===== src/rtl/cla_seq_add_ctrl_pkg.sv =====
// Shared types and constants for the sequential CLA adder.
// Reduction logic is compiled in only when CLA_SEQ_MOD_REDUCE_EN is defined.
package cla_seq_pkg;

  typedef enum logic [1:0] {
    IDLE = 2'd0,
    ADD  = 2'd1,
    SUB  = 2'd2,
    DONE = 2'd3
  } state_e;

  localparam int DEF_DATA_WIDTH  = 64;
  localparam int DEF_SLICE_WIDTH = 16;

  // Goldilocks prime 2^64 - 2^32 + 1.
  localparam logic [63:0] GOLDILOCKS_P = 64'hFFFF_FFFF_0000_0001;

  function automatic int num_slices(input int dw, input int sw);
    return dw / sw;
  endfunction

  function automatic int idx_w(input int n);
    return (n <= 1) ? 1 : $clog2(n);
  endfunction

endpackage


===== src/rtl/cla_seq_add_ctrl_slice.sv =====
// SLICE_WIDTH-bit carry-lookahead adder: 4-bit CLA groups rippled through
// group generate/propagate terms.
module cla_slice
  import cla_seq_pkg::*;
#(
  parameter int SLICE_WIDTH = DEF_SLICE_WIDTH
) (
  input  logic [SLICE_WIDTH-1:0] a,
  input  logic [SLICE_WIDTH-1:0] b,
  input  logic                   cin,
  output logic [SLICE_WIDTH-1:0] s,
  output logic                   cout
);

  localparam int NG = SLICE_WIDTH / 4;

  logic [NG:0] gc;

  assign gc[0] = cin;

  for (genvar j = 0; j < NG; j++) begin : g_grp
    logic [3:0] g, p, c;
    logic       gg, gp;

    assign g    = a[4*j +: 4] & b[4*j +: 4];
    assign p    = a[4*j +: 4] ^ b[4*j +: 4];
    assign c[0] = gc[j];
    assign c[1] = g[0] | (p[0] & c[0]);
    assign c[2] = g[1] | (p[1] & g[0]) | (p[1] & p[0] & c[0]);
    assign c[3] = g[2] | (p[2] & g[1]) | (p[2] & p[1] & g[0])
                | (p[2] & p[1] & p[0] & c[0]);
    assign gg   = g[3] | (p[3] & g[2]) | (p[3] & p[2] & g[1])
                | (p[3] & p[2] & p[1] & g[0]);
    assign gp   = &p;

    assign gc[j+1]     = gg | (gp & gc[j]);
    assign s[4*j +: 4] = p ^ c;
  end

  assign cout = gc[NG];

endmodule


===== src/rtl/cla_seq_add_ctrl.sv =====
// Multi-cycle DATA_WIDTH add time-sharing one CLA slice, LSB slice first.
// Define CLA_SEQ_MOD_REDUCE_EN to add a second pass reducing modulo MODULUS.
module cla_seq_add_ctrl
  import cla_seq_pkg::*;
#(
  parameter int                    DATA_WIDTH  = DEF_DATA_WIDTH,
  parameter int                    SLICE_WIDTH = DEF_SLICE_WIDTH,
  parameter logic [DATA_WIDTH-1:0] MODULUS     = DATA_WIDTH'(GOLDILOCKS_P)
) (
  input  logic                  clk,
  input  logic                  rst_n,
  input  logic                  in_valid,
  output logic                  in_ready,
  input  logic [DATA_WIDTH-1:0] a_in,
  input  logic [DATA_WIDTH-1:0] b_in,
  output logic                  out_valid,
  input  logic                  out_ready,
  output logic [DATA_WIDTH-1:0] sum_out,
  output logic                  carry_out,
  output logic                  busy
);

  localparam int              NS     = num_slices(DATA_WIDTH, SLICE_WIDTH);
  localparam int              IW     = idx_w(NS);
  localparam logic [IW-1:0]   K_LAST = IW'(NS - 1);

  if (DATA_WIDTH % SLICE_WIDTH != 0) begin : g_chk_dw
    $error("DATA_WIDTH must be a multiple of SLICE_WIDTH");
  end
  if (SLICE_WIDTH % 4 != 0) begin : g_chk_sw
    $error("SLICE_WIDTH must be a multiple of 4");
  end
  if (MODULUS == '0) begin : g_chk_mod
    $error("MODULUS must be nonzero");
  end

  state_e                       state, state_nxt;
  logic [NS-1:0][SLICE_WIDTH-1:0] a_q, b_q, s_q, s_nxt;
  logic [IW-1:0]                k;
  logic                         carry;
  logic                         cy_q;
  logic [DATA_WIDTH-1:0]        sum_q;
  logic                         last;

  logic [SLICE_WIDTH-1:0]       op_a, op_b, sl_sum;
  logic                         sl_cout;

`ifdef CLA_SEQ_MOD_REDUCE_EN
  localparam logic [NS-1:0][SLICE_WIDTH-1:0] MOD_SL = MODULUS;
  logic [NS-1:0][SLICE_WIDTH-1:0] t_q, t_nxt;
`endif

  assign last = (k == K_LAST);

  // Single shared slice; SUB pass adds ~MODULUS with carry-in 1 (i.e. s - p).
  always_comb begin
    op_a = a_q[k];
    op_b = b_q[k];
`ifdef CLA_SEQ_MOD_REDUCE_EN
    if (state == SUB) begin
      op_a = s_q[k];
      op_b = ~MOD_SL[k];
    end
`endif
  end

  cla_slice #(.SLICE_WIDTH(SLICE_WIDTH)) u_slice (
    .a    (op_a),
    .b    (op_b),
    .cin  (carry),
    .s    (sl_sum),
    .cout (sl_cout)
  );

  always_comb begin
    s_nxt    = s_q;
    s_nxt[k] = sl_sum;
  end

`ifdef CLA_SEQ_MOD_REDUCE_EN
  always_comb begin
    t_nxt    = t_q;
    t_nxt[k] = sl_sum;
  end
`endif

  always_ff @(posedge clk) begin
    if (!rst_n) state <= IDLE;
    else        state <= state_nxt;
  end

  always_comb begin
    state_nxt = state;
    in_ready  = 1'b0;
    out_valid = 1'b0;
    busy      = 1'b1;
    case (state)
      IDLE: begin
        in_ready = 1'b1;
        busy     = 1'b0;
        if (in_valid) state_nxt = ADD;
      end
      ADD: begin
`ifdef CLA_SEQ_MOD_REDUCE_EN
        if (last) state_nxt = SUB;
`else
        if (last) state_nxt = DONE;
`endif
      end
`ifdef CLA_SEQ_MOD_REDUCE_EN
      SUB: begin
        if (last) state_nxt = DONE;
      end
`endif
      DONE: begin
        out_valid = 1'b1;
        if (out_ready) state_nxt = IDLE;
      end
      default: state_nxt = IDLE;
    endcase
  end

  always_ff @(posedge clk) begin
    if (!rst_n) begin
      a_q   <= '0;
      b_q   <= '0;
      s_q   <= '0;
      k     <= '0;
      carry <= 1'b0;
      cy_q  <= 1'b0;
      sum_q <= '0;
`ifdef CLA_SEQ_MOD_REDUCE_EN
      t_q   <= '0;
`endif
    end else begin
      case (state)
        IDLE: begin
          if (in_valid) begin
            a_q   <= a_in;
            b_q   <= b_in;
            k     <= '0;
            carry <= 1'b0;
          end
        end
        ADD: begin
          s_q[k] <= sl_sum;
          carry  <= sl_cout;
          k      <= k + IW'(1);
          if (last) begin
            k    <= '0;
            cy_q <= sl_cout;
`ifdef CLA_SEQ_MOD_REDUCE_EN
            carry <= 1'b1;
`else
            sum_q <= s_nxt;
`endif
          end
        end
`ifdef CLA_SEQ_MOD_REDUCE_EN
        SUB: begin
          t_q[k] <= sl_sum;
          carry  <= sl_cout;
          k      <= k + IW'(1);
          // Final carry is the no-borrow flag: subtract if s >= p or A+B wrapped.
          if (last) begin
            k     <= '0;
            sum_q <= (cy_q | sl_cout) ? t_nxt : s_q;
          end
        end
`endif
        default: ;
      endcase
    end
  end

  assign sum_out   = sum_q;
  assign carry_out = cy_q;

endmodule


===== config.mk =====
export PLATFORM = sky130hd
export DESIGN_NAME = cla_seq_add_ctrl
export DESIGN_NICKNAME = d
export VERILOG_FILES = /design/src/rtl/cla_seq_add_ctrl_pkg.sv /design/src/rtl/cla_seq_add_ctrl_slice.sv /design/src/rtl/cla_seq_add_ctrl.sv
export SDC_FILE = /design/constraint.sdc
export NUM_CORES = 1
export LEC_CHECK = 0
export BUFFER_PORTS_ARGS = -buffer_cell sky130_fd_sc_hd__buf_2
export CORE_ASPECT_RATIO = 0.6
export CORE_MARGIN = 2
export CORE_UTILIZATION = 48
export DETAILED_ROUTE_END_ITERATION = 10
export MAX_ROUTING_LAYER = met4
export PLACE_DENSITY = 0.77
export SETUP_SLACK_MARGIN = 0.3
export SYNTH_ARGS = -nofsm -noshare
export SYNTH_HDL_FRONTEND = slang
export SYNTH_SLANG_ARGS = --single-unit

===== constraint.sdc =====
create_clock -name clk -period 5.9 [get_ports clk]
set_clock_uncertainty 0.2 [all_clocks]
set_input_delay 0.885 -clock clk [delete_from_list [all_inputs] [get_ports clk]]
set_output_delay 0.885 -clock clk [all_outputs]
set_load 0.01 [all_outputs]

==> results summary, run 1 <==
The number of antenna violations at the first check in global routing came out at 1. The slew at the pin with the worst max-slew slack is ~1.1 ns. The run finished with clean final reports. After synthesis the netlist holds a flip-flop and latch count of 246. The arrival time reported for the critical path endpoint is between 4 and 5 ns. The biggest area contributor in the post-synthesis netlist is dfxtp_1.

For this design the top-level I/O count stands at 200. The core footprint came out at between 20000 and 25000 um^2. The number of distinct library cell variants in the gate-level netlist after synthesis is between 50 and 60. The largest fanout on the critical path came out at 34. The TritonCTS buffer count came out at 23.

The number of vias per cell came out at 5.55. Of the synthesized area, sequential elements account for 46.8%. In the routed design, unresolved DRC markers number 0. The starting density of the core came out at about half. The per-cell routed wire length is 17.8 um. The minimum clock period is roughly 4.8 ns. The estimated wirelength of the detail-placed design came out at between 20000 and 25000 um. The cell type of the slowest stage on the worst timing path is dfxtp_2. The number of instances in the synthesized netlist is approximately 1200.

The number of nets with antenna violations after routing came out at 0. The maximum ir drop on the vdd rail came out at approximately 0.00024 V. The start of the worst register-to-register path is k[0]. CTS built an H-tree with a depth of 1.

The cell sitting at the root of the clock tree is a clkbuf_16. Leaving out fill and tap cells, the most frequent cell in the layout is nand2_1. Counting flops with an async set or reset pin after synthesis yields a share of 0%. Ranked by total cell area, the synthesized netlist is headed by dfxtp_1, nand2_1, a21oi_1, mux4_2, clkbuf_1. Dividing total power by cell area gives a power density of 302 nW/um^2. The routed design has roughly 30000 um of wire. The cell leakage power came out at between 4 and 5 nW. For this run, the total global-route usage over all layers was measured as about 26%.

The total of max-cap violations is 0. The type of element launching the critical path is a register. The critical path required time is 6.05 ns.

The via count of the routed design is ~9200. Clock-pin slew was measured on the worst setup and hold paths at around 0.060 ns. The net count after synthesis came out at approximately 1400. The insertion delay of the later-clocked pin in the worst-skew pair came out at 0.51 ns. The number of setup buffers added after CTS is 0. The most used flip-flop cell after synthesis is dfxtp_1.

The final hold violation count is 0. The maximum number of buffers from clock root to sink is 3. Tracing the worst setup path back leads to its startpoint at k[0]. Entering global routing, the biggest net connects 150 pins.

The number of buffer cells added on primary ports is between 150 and 200. The die height came out at ~120 um. After the last flow step, the layout net total stands at roughly 1500. The area of the die is roughly 23000 um^2. The area growth from synthesis to final layout is 17.1%. The worst stage delay on the critical path came out at 1.07 ns. The average instance area after synthesis is approximately 8.5 um^2. The portion of synthesized cell area occupied by the leading cell type is between 40% and 50%. Setup repair after global routing left no endpoint under its margin. The kind of cell with the highest combined delay along the critical path is flip-flops. The min-delay analysis places its worst path in the category register to register.

The total negative slack for setup checks came out at 0 ns. TritonCTS built the clock tree. The number of buffer and inverter instances along the worst setup path came out at 1. The number of detailed-route iterations in the first pass came out at 8. Traced cell by cell, the critical path runs through buf_4, mux4_2, ha_1, a211oi_1, o21ai_2, a21o_1, fa_1, xnor2_1, nand2_1, o211ai_1, a21oi_1. The number of flops mapped to enable cells by yosys came out at 0.

The count of hold buffers inserted by post-cts repair is 0. The relative slew slack came out at about a quarter. Once routing completed, OpenROAD measured the worst setup slack at approximately 1.1 ns. The ratio of final minimum period to clock period came out at 81.0%.

The top cell types in the final layout, fill and taps aside, are nand2_1, dfxtp_1, buf_2. The number of sinks driven by the clock tree is 246. The highest achievable clock rate is approximately 210 MHz. Setup violations remaining at the end of the flow were counted as 0. The total number of yosys warnings came out at 0. The first global-routing pass estimated 46300 um of wire.

The worst setup path is captured at a register. The pre-CTS worst setup slack came out at 1.10 ns. The overall overflow remaining after global route is 0. The worst hold path begins at sum_out[0]. The mapped netlist covers 10500 um^2. The fraction of final layout cells with drive strength greater than 1 came out at 21.0%. The floorplan has 41 rows. The max-slew violation count is 0. The number of gates resized after cts is 0.

From left edge to right edge, the die measures roughly 200 um. The detailed router finished its first iteration with between 800 and 900 violations. The class of the most critical setup path is register to register.

The via count of the first global-routing pass came to approximately 8500. The congestion estimate from routability-driven global placement came to 0.871.
==> through the flow <==
stage / std cells / utilization (%) / hold slack (ns) / area (um^2) / power (W)
2_1_floorplan: 1240 / - / 0.233 / 10500 / 0.00209
3_3_place_gp: 1625 / 54.4 / 0.239 / 11600 / 0.00224
3_5_place_dp: 1625 / 54.4 / 0.247 / 11600 / 0.00225
4_1_cts: 1665 / 58.0 / 0.256 / 12300 / 0.00373
5_1_grt: 1666 / 58.0 / 0.274 / 12300 / 0.00386
6_report: 1666 / 58.0 / 0.251 / 12300 / 0.00372
==> cells by family after synthesis <==
kind of cell | Yosys count | share of synthesized area [%]
DFF | 246 | 46.8
buffers and inverters | 113 | 4.14
xor gates and xnor gates | 9 | 0.749
muxes | 61 | 9.69
AOI/OAI and AO/OA | 306 | 17.0
and+or+nand+nor | 481 | 18.5
adders and majority gates | 24 | 3.14
==> worst min-delay path, cell delays in order (launching register included) <==
cell	delay, ns
dfxtp_1	0.31
nand2_1	0.05
a21oi_1	0.05
==> cells in the mapped netlist (2+ instances only) <==
library cell,number
nor2b_1,3
or3_1,3
o31ai_1,4
nand4_1,2
a22oi_1,3
a31oi_1,11
mux2i_1,25
clkbuf_1,84
o211ai_1,13
ha_1,20
xnor2_1,8
nand3_1,22
o21bai_1,3
dfxtp_1,246
and2_1,8
mux2_1,3
nor3_1,3
mux4_2,32
nand2b_1,3
o21ai_1,14
o21ai_2,2
a311oi_1,3
a21o_1,5
nor2_1,64
nor4b_1,6
a21oi_1,186
buf_2,9
nand2_1,359
a211oi_1,34
buf_1,9
and3_1,2
inv_1,10
a32o_1,3
o21ai_0,16
fa_1,4
==> layer usage <==
| metal | GRT usage, % | vias to the layer above | part of all wire, % |
|---|---|---|---|
| met1 | 39.1 | 4341 | 49 |
| met4 | 4.10 | 0 | 1.3 |
| met3 | 5.08 | 32 | 8.3 |
| met2 | 36.0 | 354 | 41 |
| li1 | - | 4511 | - |
| met5 | - | - | 0 |
==> worst paths after layout <==
kind,end,slack (ns),cells past startpoint
worst min-delay path,sum_out[0],0.25,2
worst min register to register,sum_out[0],0.25,2
worst max-delay path,sum_out[41],1.12,11
worst max register to register,sum_out[41],1.12,11
==> registers in the layout (all words and copies together) (netlist names) <==
register,count
carry,1
carry_out,1
s_q,48
sum_out,64
a_q,64
state,2
k,2
b_q,64
==> report_power, final <==
part           leakage (nW)  switching [W]  internal [W]
registers              2.00      0.0000500       0.00173
clock network         0.375       0.000634      0.000871
logic                  2.52       0.000276      0.000166
==> cell type report <==
type / count / area [um^2]
Clock buffer: 32 / 659
Tap cell: 279 / 349
Timing Repair Buffer: 208 / 1060
Sequential cell: 246 / 4930
Inverter: 11 / 46.3
Multi-Input combinational cell: 881 / 5170
Clock inverter: 8 / 103
Antenna cell: 1 / 2.50
Fill cell: 1904 / 8910
(Power assumes the default switching activity.)
==> inputs of run 2 (changes only) <==
Settings changed: ABC_AREA set to 1, PLACE_DENSITY 0.77 to 0.79.
Clock period 5.9 ns to 3.9 ns, I/O delays scaled along.
==> run 2 against run 1 <==
Cell area rose by 5.3%. Combinational power rose to 2.6 times the previous value. Worst hold slack got worse by 0.16 ns. Wire length rose by 4.0%. Register-to-register slack got worse by 0.60 ns. Critical path type unchanged. Largest cell class unchanged.
==> results summary, run 2 <==
The total power is 0.00624 W (+67%). The insertion delay of the later-clocked pin in the worst-skew pair is 0.51 ns (about the same). After synthesis, the most frequently instantiated cells are nor2_1, o21ai_0, dfxtp_1. The global-route usage over all layers was 25.8% (about the same). The fraction of the core area covered by cells at the end of the flow came to 58.3% (+0.23 points). The post-layout net count is 1808 (+18%). The met3 demand-to-capacity share in global routing came out at 4.39% (-0.69 points). The area growth from synthesis to layout is 18.0%. The max-slew violation count is 0 (unchanged). The worst stage delay on the critical path is 0.47 ns (-0.60 ns).

The maximum number of pins on one net before global-route repair is 130 (-13%). The final estimated routing congestion in global placement is 0.836 (-4.0%). The TritonCTS buffer count was 23 (unchanged). The share of synthesized registers carrying an async set or reset came out at 0% (unchanged).

The estimated wirelength of the detail-placed design was 21100 um (+0.33%). The class of the most critical setup path is register to register. The worst register-to-register path begins at k[0].

The per-cell routed wire length came out at 15.6 um (-12%). The critical path required time is 4.08 ns (-1.97 ns). In this run the critical register-to-register path is captured at sum_out[45]. The cell leakage power is 6.39 nW (+30%). The count of routing violations after the opening detailed-route iteration is 1038 (+21%). The critical path starts at k[0]. The final hold violation count is 0 (unchanged). The row count is 42 (+2.4%).

The die height came out at 121 um (+2.2%). The standard cell area after detailed placement came out at 12100 um^2 (+4.7%). The wire length of the first global-routing pass came out at 48500 um (+4.9%). The total number of yosys warnings is 0 (unchanged). The most critical setup path has its endpoint at sum_out[45]. The maximum level of the CTS H-tree is 1 (unchanged). The number of setup violations in the final report came out at 0 (unchanged). The number of buffer cells added on primary ports is 199 (unchanged). The portion of synthesized cell area occupied by the leading cell type came out at 44.8% (-2.0 points). The critical path capture point type is a register. nor2_1 is the most common cell in the netlist. In the synthesized netlist the dominant register cell turns out to be dfxtp_1. The boundary pin count came out at 200 (unchanged). The number of synthesized register bits came out at 246 (unchanged). The net count after synthesis came out at 1674 (+20%).

The maximum number of buffers from clock root to sink is 3 (unchanged). The count of hold buffers inserted by post-cts repair is 0 (unchanged). The number of nets with antenna violations after routing is 0 (unchanged). The count of unresolved DRC violations after routing came out at 0 (unchanged). Yosys attributes the largest share of cell area to dfxtp_1, o21ai_0, nor2_1, inv_1, nand2_1.

The number of flops mapped to enable cells by yosys came out at 0 (unchanged). The highest achievable clock rate is 296 MHz (+41%). The fraction of final layout cells with drive strength greater than 1 was 18.2% (-2.8 points).

The run finished with clean final reports. Among the stages of the critical path, the cell type that occurs most often is o21ai_0. The die width came out at 199 um (+2.2%). The share of the yosys chip area belonging to registers came out at 44.8% (-2.0 points). The final hold slack was 0.0939 ns (-0.157 ns).

Leaving out fill and tap cells, the most frequent cell in the layout is nor2_1. The signal on the critical path passes through inv_2, buf_6, o21ai_0, o22ai_1, ha_2, a21oi_4, o21bai_2, a21oi_2, nand2_4, fa_1, xor2_2, nand2_1, o21ai_0, o21ai_0, inv_1. The average instance area after synthesis is 7.25 um^2 (-15%). The number of antenna violations at the first check in global routing came out at 1 (unchanged). The clock-pin slew of the registers on the worst-case setup and hold paths came out at 0.07 ns (about the same). The slew at the pin with the worst max-slew slack is 1.14 ns (+0.00415 ns). The via count of the first global-routing pass is 9507 (+12%). The maximum ir drop on the vdd rail is 0.000242 V (+3.0%). The reg-to-reg setup timing slack came out at 0.52 ns (-0.60 ns). The areal power density over the cells was 480 nW/um^2 (+59%).

The number of cell instances on the worst register-to-register path was 15 (+4). The largest fanout on the critical path is 25 (-26%). The global-route track usage on met1 is 38.0% (-1.1 points). The area of the die came out at 24200 um^2 (+4.4%). The ratio of final minimum period to clock period is 86.6% (+5.6 points). The overall overflow remaining after global route is 0 (unchanged).

Summed over all instances, the cell type with the most area after synthesis is dfxtp_1. The design area came to 13000 um^2 (+5.3%). The library cell used as clock root buffer is clkbuf_16.

The total of max-cap violations is 0 (unchanged). The total negative slack for setup checks came out at 0 ns (unchanged). The cell type of the slowest stage on the worst timing path is fa_1.

Leaving out fill and tap cells, the most frequent cells in the layout are nor2_1, o21ai_0, dfxtp_1. STA classifies the critical path startpoint as a register. The CTS tree is done. The number of instances in the synthesized netlist came to 1518 (+22%). The core footprint is 22300 um^2 (+4.9%).

The arrival time reported for the critical path endpoint is 3.56 ns (-1.37 ns). The met2 capacity usage during global routing is 37.0% (+1.1 points). The path class of the tightest hold or removal check is input pin to register. The number of vias per cell was 5.23 (-5.7%). The number of distinct library cell variants in the gate-level netlist after synthesis came out at 37 (-30%). The starting density of the core is 49.4% (-0.19 points). After global routing, the most crowded layer is met1. The minimum clock period is 3.38 ns (-1.40 ns). The via count of the routed design came out at 10300 (+12%). The relative slew slack was 24.2% (-0.28 points).

Setup repair after global routing left no endpoint under its margin. The number of sinks driven by the clock tree came out at 246 (unchanged). The post-synth design cell area is 11000 um^2 (+4.5%).

The number of detailed-route iterations in the first pass came out at 5 (-3). The total wire length was 30800 um (+4.0%).
run 2: changes by cell type in the layout (fill, tap and decap cells not counted), moves of 10 or more:
cell | before | now
a21oi_1 | 186 | 54
o21a_1 | 1 | 34
inv_1 | 10 | 132
nor2_1 | 64 | 364
o22ai_1 | 0 | 30
mux2i_1 | 25 | 3
o21ai_0 | 16 | 274
mux4_2 | 32 | 0
nand3_1 | 22 | 40
a211oi_1 | 34 | 0
a31oi_1 | 11 | 1
nand2_1 | 358 | 116
run 2: critical path, delay by kind of cell (launching register included):
kind / cells / cell delay (ns)
buffers and inverters: 3 / 0.45
DFF: 1 / 0.38
xor gates and xnor gates: 1 / 0.23
and+or+nand+nor: 2 / 0.18
AOI/OAI and AO/OA: 7 / 1.00
adders and majority gates: 2 / 0.82
run 2: metal layers:
metal / vias up / share of wire (%)
met5: - / 0
met4: 0 / 1.9
met3: 47 / 8.5
met2: 396 / 40
met1: 4703 / 49
li1: 5181 / -
run 2: where the power goes:
| group | switching, W | total (W) | internal (W) |
|---|---|---|---|
| Sequential | 0.0000898 | 0.00276 | 0.00267 |
| Combinational | 0.000744 | 0.00113 | 0.000389 |
| Clock | 0.000956 | 0.00234 | 0.00138 |
| Total | 0.00179 | 0.00624 | 0.00444 |
run 2: cell type report:
| type | instances | area, um^2 |
|---|---|---|
| flip-flops and latches | 246 | 4930 |
| well taps | 308 | 385 |
| diodes | 1 | 2.50 |
| clock buffers | 29 | 618 |
| inverters | 141 | 532 |
| multi-input cells | 1022 | 5140 |
| fillers | 2091 | 9300 |
| repair buffers | 218 | 1220 |
| clock inverters | 9 | 151 |
run 2: worst min-delay path by stage:
stage	startpoint	endpoint	cells after the start
4_1_cts	b_in[8]	b_q[8]	3
6_report	b_in[8]	b_q[8]	3
2_1_floorplan	s_q[19]	s_q[19]	2
3_3_place_gp	sum_out[52]	sum_out[52]	2
3_5_place_dp	sum_out[52]	sum_out[52]	2
5_1_grt	a_in[27]	a_q[27]	3
run 2: kinds of logic (layout without fill, tap and decap cells):
| group | after synthesis | after routing | share of synthesized area (%) |
|---|---|---|---|
| mux | 3 | 3 | 0.273 |
| flops | 246 | 246 | 44.8 |
| simple gates | 551 | 551 | 20.6 |
| buf+inv | 250 | 397 | 8.93 |
| other cells | 0 | 1 | 0 |
| compound gates | 437 | 437 | 21.9 |
| fa+ha+maj | 24 | 24 | 3.00 |
| xor+xnor | 7 | 7 | 0.557 |
run 2: metrics by stage:
step                      std cells  setup WS [ns]
after floorplan                1518          0.695
final                          1974          0.523
after global routing           1974          0.289
after global placement         1932          0.527
after detailed placement       1932          0.434
after CTS                      1970          0.397
run 2: what timing repair did:
| action | in CTS | in global routing |
|---|---|---|
| buffers inserted | 0 | 1 |
| endpoints found under the setup margin | 0 | 15 |
| gates resized for setup | 0 | 11 |
==> inputs of run 3 (changes only) <==
Settings changed: GPL_TIMING_DRIVEN set to 0, PLACE_DENSITY 0.79 to 0.76.
Clock period 3.9 ns to 3.2 ns, I/O delays scaled along.
==> run 3 against run 2 <==
The flow now finishes with violations (hold timing, setup timing). Combinational power grew 100%. Worst hold slack lost 0.10 ns. Utilization grew 13 points. Critical path type unchanged.
==> results summary, run 3 (same netlist as run 2, synthesis figures left out) <==
STA classifies the critical path startpoint as a register. The library cell used most frequently in the layout, excluding fill and tap cells, is nor2_1. The run finished, with violations left. The start of the worst register-to-register path is k[0].

The row count came out at 42 (unchanged). The via count of the first global-routing pass came out at 11400 (+20%). The max-slew violation count is 0 (unchanged). The number of sinks driven by the clock tree was 246 (unchanged). The number of antenna violations at the first check in global routing came out at 0 (-1). The estimated wirelength of the detail-placed design is 28100 um (+33%). The slew at the pin with the worst max-slew slack came out at 0.631 ns (-0.505 ns).

The clock-pin slew of the registers on the worst-case setup and hold paths came out at 0.08 ns (about the same). The die height is 121 um (unchanged). The relative slew slack came to 57.9% (+34 points). The number of inserted diodes came to 0 (-1).

Setup repair after global routing could not meet its margin everywhere. The fraction of final layout cells with drive strength greater than 1 is 29.2% (+11 points). The final reports fail on hold timing, setup timing. The per-cell routed wire length came to 19.2 um (+23%). The depth of the worst hold-timing path was 3 (unchanged).

The core footprint was 22300 um^2 (unchanged). The die width is 199 um (unchanged). The maximum number of buffers from clock root to sink is 3 (unchanged). The final estimated routing congestion in global placement came out at 0.950 (+14%).

The number of detailed-route iterations in the first pass came out at 6 (+1). In the layout the commonest cells are nor2_1, dfxtp_1, buf_2. The count of unresolved DRC violations after routing is 0 (unchanged). The arrival time reported for the critical path endpoint came out at 3.67 ns (+0.11 ns). The area of the die came out at 24200 um^2 (unchanged). The wire length of the first global-routing pass is 61000 um (+26%).

The cell leakage power is 7.52 nW (+18%). The largest fanout on the critical path is 7 (-72%). The pre-CTS worst setup slack came out at -0.974 ns (-1.41 ns). The design area came out at 15900 um^2 (+22%). TritonCTS built the clock tree.

The final hold slack is -0.00778 ns (-0.102 ns). The via count of the routed design came out at 12200 (+18%). The TritonCTS buffer count came out at 24 (+4.3%). The total of max-cap violations came to 0 (unchanged). The endpoint identified for the worst register-to-register timing path is sum_out[28]. The final critical-path setup slack is -0.189 ns (-0.712 ns). The areal power density over the cells came out at 554 nW/um^2 (+15%). The tightest min-delay check is of the input pin to register type. The number of nets with antenna violations after routing came out at 0 (unchanged). The total wire length came out at 42100 um (+37%). The maximum ir drop on the vdd rail came out at 0.000422 V (+74%). The area growth from synthesis to final layout came out at 44.4%. The boundary pin count is 200 (unchanged). The number of cell instances on the worst register-to-register path is 20 (+5). The starting density of the core is 49.4% (unchanged). The insertion delay of the later-clocked pin in the worst-skew pair came to 0.53 ns (+0.02 ns).

The number of buffer cells added on primary ports came out at 199 (unchanged). The source of the worst hold timing path is b_in[48]. The number of setup violations in the final report is 19 (+19). The minimum clock period is 3.39 ns (+0.0117 ns). The number of vias per cell came out at 5.53 (+5.6%).

The critical path is of the register to register type. The highest achievable clock rate is 295 MHz (-0.35%). The ratio of final minimum period to clock period came out at 106% (+19 points). The reg-to-reg setup timing slack is -0.19 ns (-0.71 ns). The timing startpoint of the critical path is k[0]. The tree is rooted in a clkbuf_16.

The fill cell total of the finished layout came out at 1740 (-17%). The standard cell area after detailed placement came out at 12400 um^2 (+2.7%). The overall overflow remaining after global route came out at 0 (unchanged).

The global-route usage over all layers is 33.8% (+7.9 points). The final hold violation count came out at 1 (+1). The path with the worst hold slack has its endpoint at b_q[48].

The maximum level of the CTS H-tree is 1 (unchanged). The count of routing violations after the opening detailed-route iteration came out at 1294 (+25%). The maximum number of pins on one net before global-route repair came out at 16 (-88%). The post-layout net count is 2030 (+12%). The critical path required time is 3.48 ns (-0.60 ns). STA classifies the critical path endpoint as a register.
[run 3: changes by cell type in the layout (fill, tap and decap cells not counted), moves of 27 or more]
cell	previous run	this run
clkbuf_1	4	64
o21ai_0	274	200
dlygate4sd3_1	0	90
nor2_1	364	337
o21ai_1	11	41
o21ai_2	3	38
[run 3: routing by layer]
| metal | vias up | track usage, % | wire, um |
|---|---|---|---|
| met5 | - | - | 0 |
| li1 | 5618 | - | - |
| met4 | 0 | 7.78 | 1230 |
| met2 | 751 | 48.2 | 17100 |
| met3 | 118 | 8.20 | 5280 |
| met1 | 5666 | 48.1 | 18500 |
[run 3: worst max-delay path, cell delays in order, from the launching register on]
cell and delay [ns]:
dfxtp_4 0.38, inv_6 0.10, buf_12 0.14, buf_6 0.10
nand2_1 0.09, a32oi_2 0.26, ha_1 0.30, nand2_2 0.10
nand2_2 0.08, nand3_2 0.10, nand2_4 0.06, nand2_4 0.08
nand2_4 0.08, nand2_4 0.09, nand2_4 0.05, fa_2 0.57
inv_2 0.07, nand2_2 0.08, o21ai_4 0.07, a21oi_2 0.19
o21a_1 0.14
[run 3: layout make-up]
cell class	instances	area, um^2	share of cell area, %
tap	308	385	2.43
sequential	246	4930	31.1
timing repair buffer	330	2300	14.5
multi-input combinational	1022	6200	39.1
clock buffer	31	678	4.27
clock inverter	12	171	1.08
inverter	141	537	3.38
buffer	109	673	4.24
[run 3: worst max path at each step]
stage,end,slack (ns),depth (start not counted)
after floorplan,sum_out[44],0.25,19
after global placement,s_q[13],-0.89,17
after detailed placement,s_q[13],-0.97,17
after CTS,sum_out[28],-0.05,17
after global routing,sum_out[44],-0.29,21
final,sum_out[28],-0.19,20
[run 3: what timing repair did]
| action | in CTS | in global routing |
|---|---|---|
| pin swaps | 45 | 51 |
| endpoints found under the hold margin | 90 | 0 |
| cloned | 4 | 3 |
| buffers inserted | 21 | 13 |
| hold buffers | 90 | 0 |
| setup endpoints to repair | 107 | 86 |
| gates resized for setup | 193 | 164 |
[run 3: stage by stage]
| stage | util, % | std cells | total power [W] | TNS, ns |
|---|---|---|---|---|
| 6_report | 71.3 | 2199 | 0.00880 | -1.79 |
| 5_1_grt | 71.3 | 2199 | 0.00905 | -4.57 |
| 4_1_cts | 67.8 | 2183 | 0.00834 | -0.0902 |
| 3_5_place_dp | 55.8 | 2025 | 0.00485 | -34.00 |
| 3_3_place_gp | 55.8 | 2025 | 0.00482 | -28.45 |
| 2_1_floorplan | - | 1518 | 0.00433 | 0 |
[run 3: power by group]
part,internal (W),switching (W)
combinational,0.000933,0.00136
clock,0.00182,0.00129
sequential,0.00326,0.000141
total,0.00601,0.00279
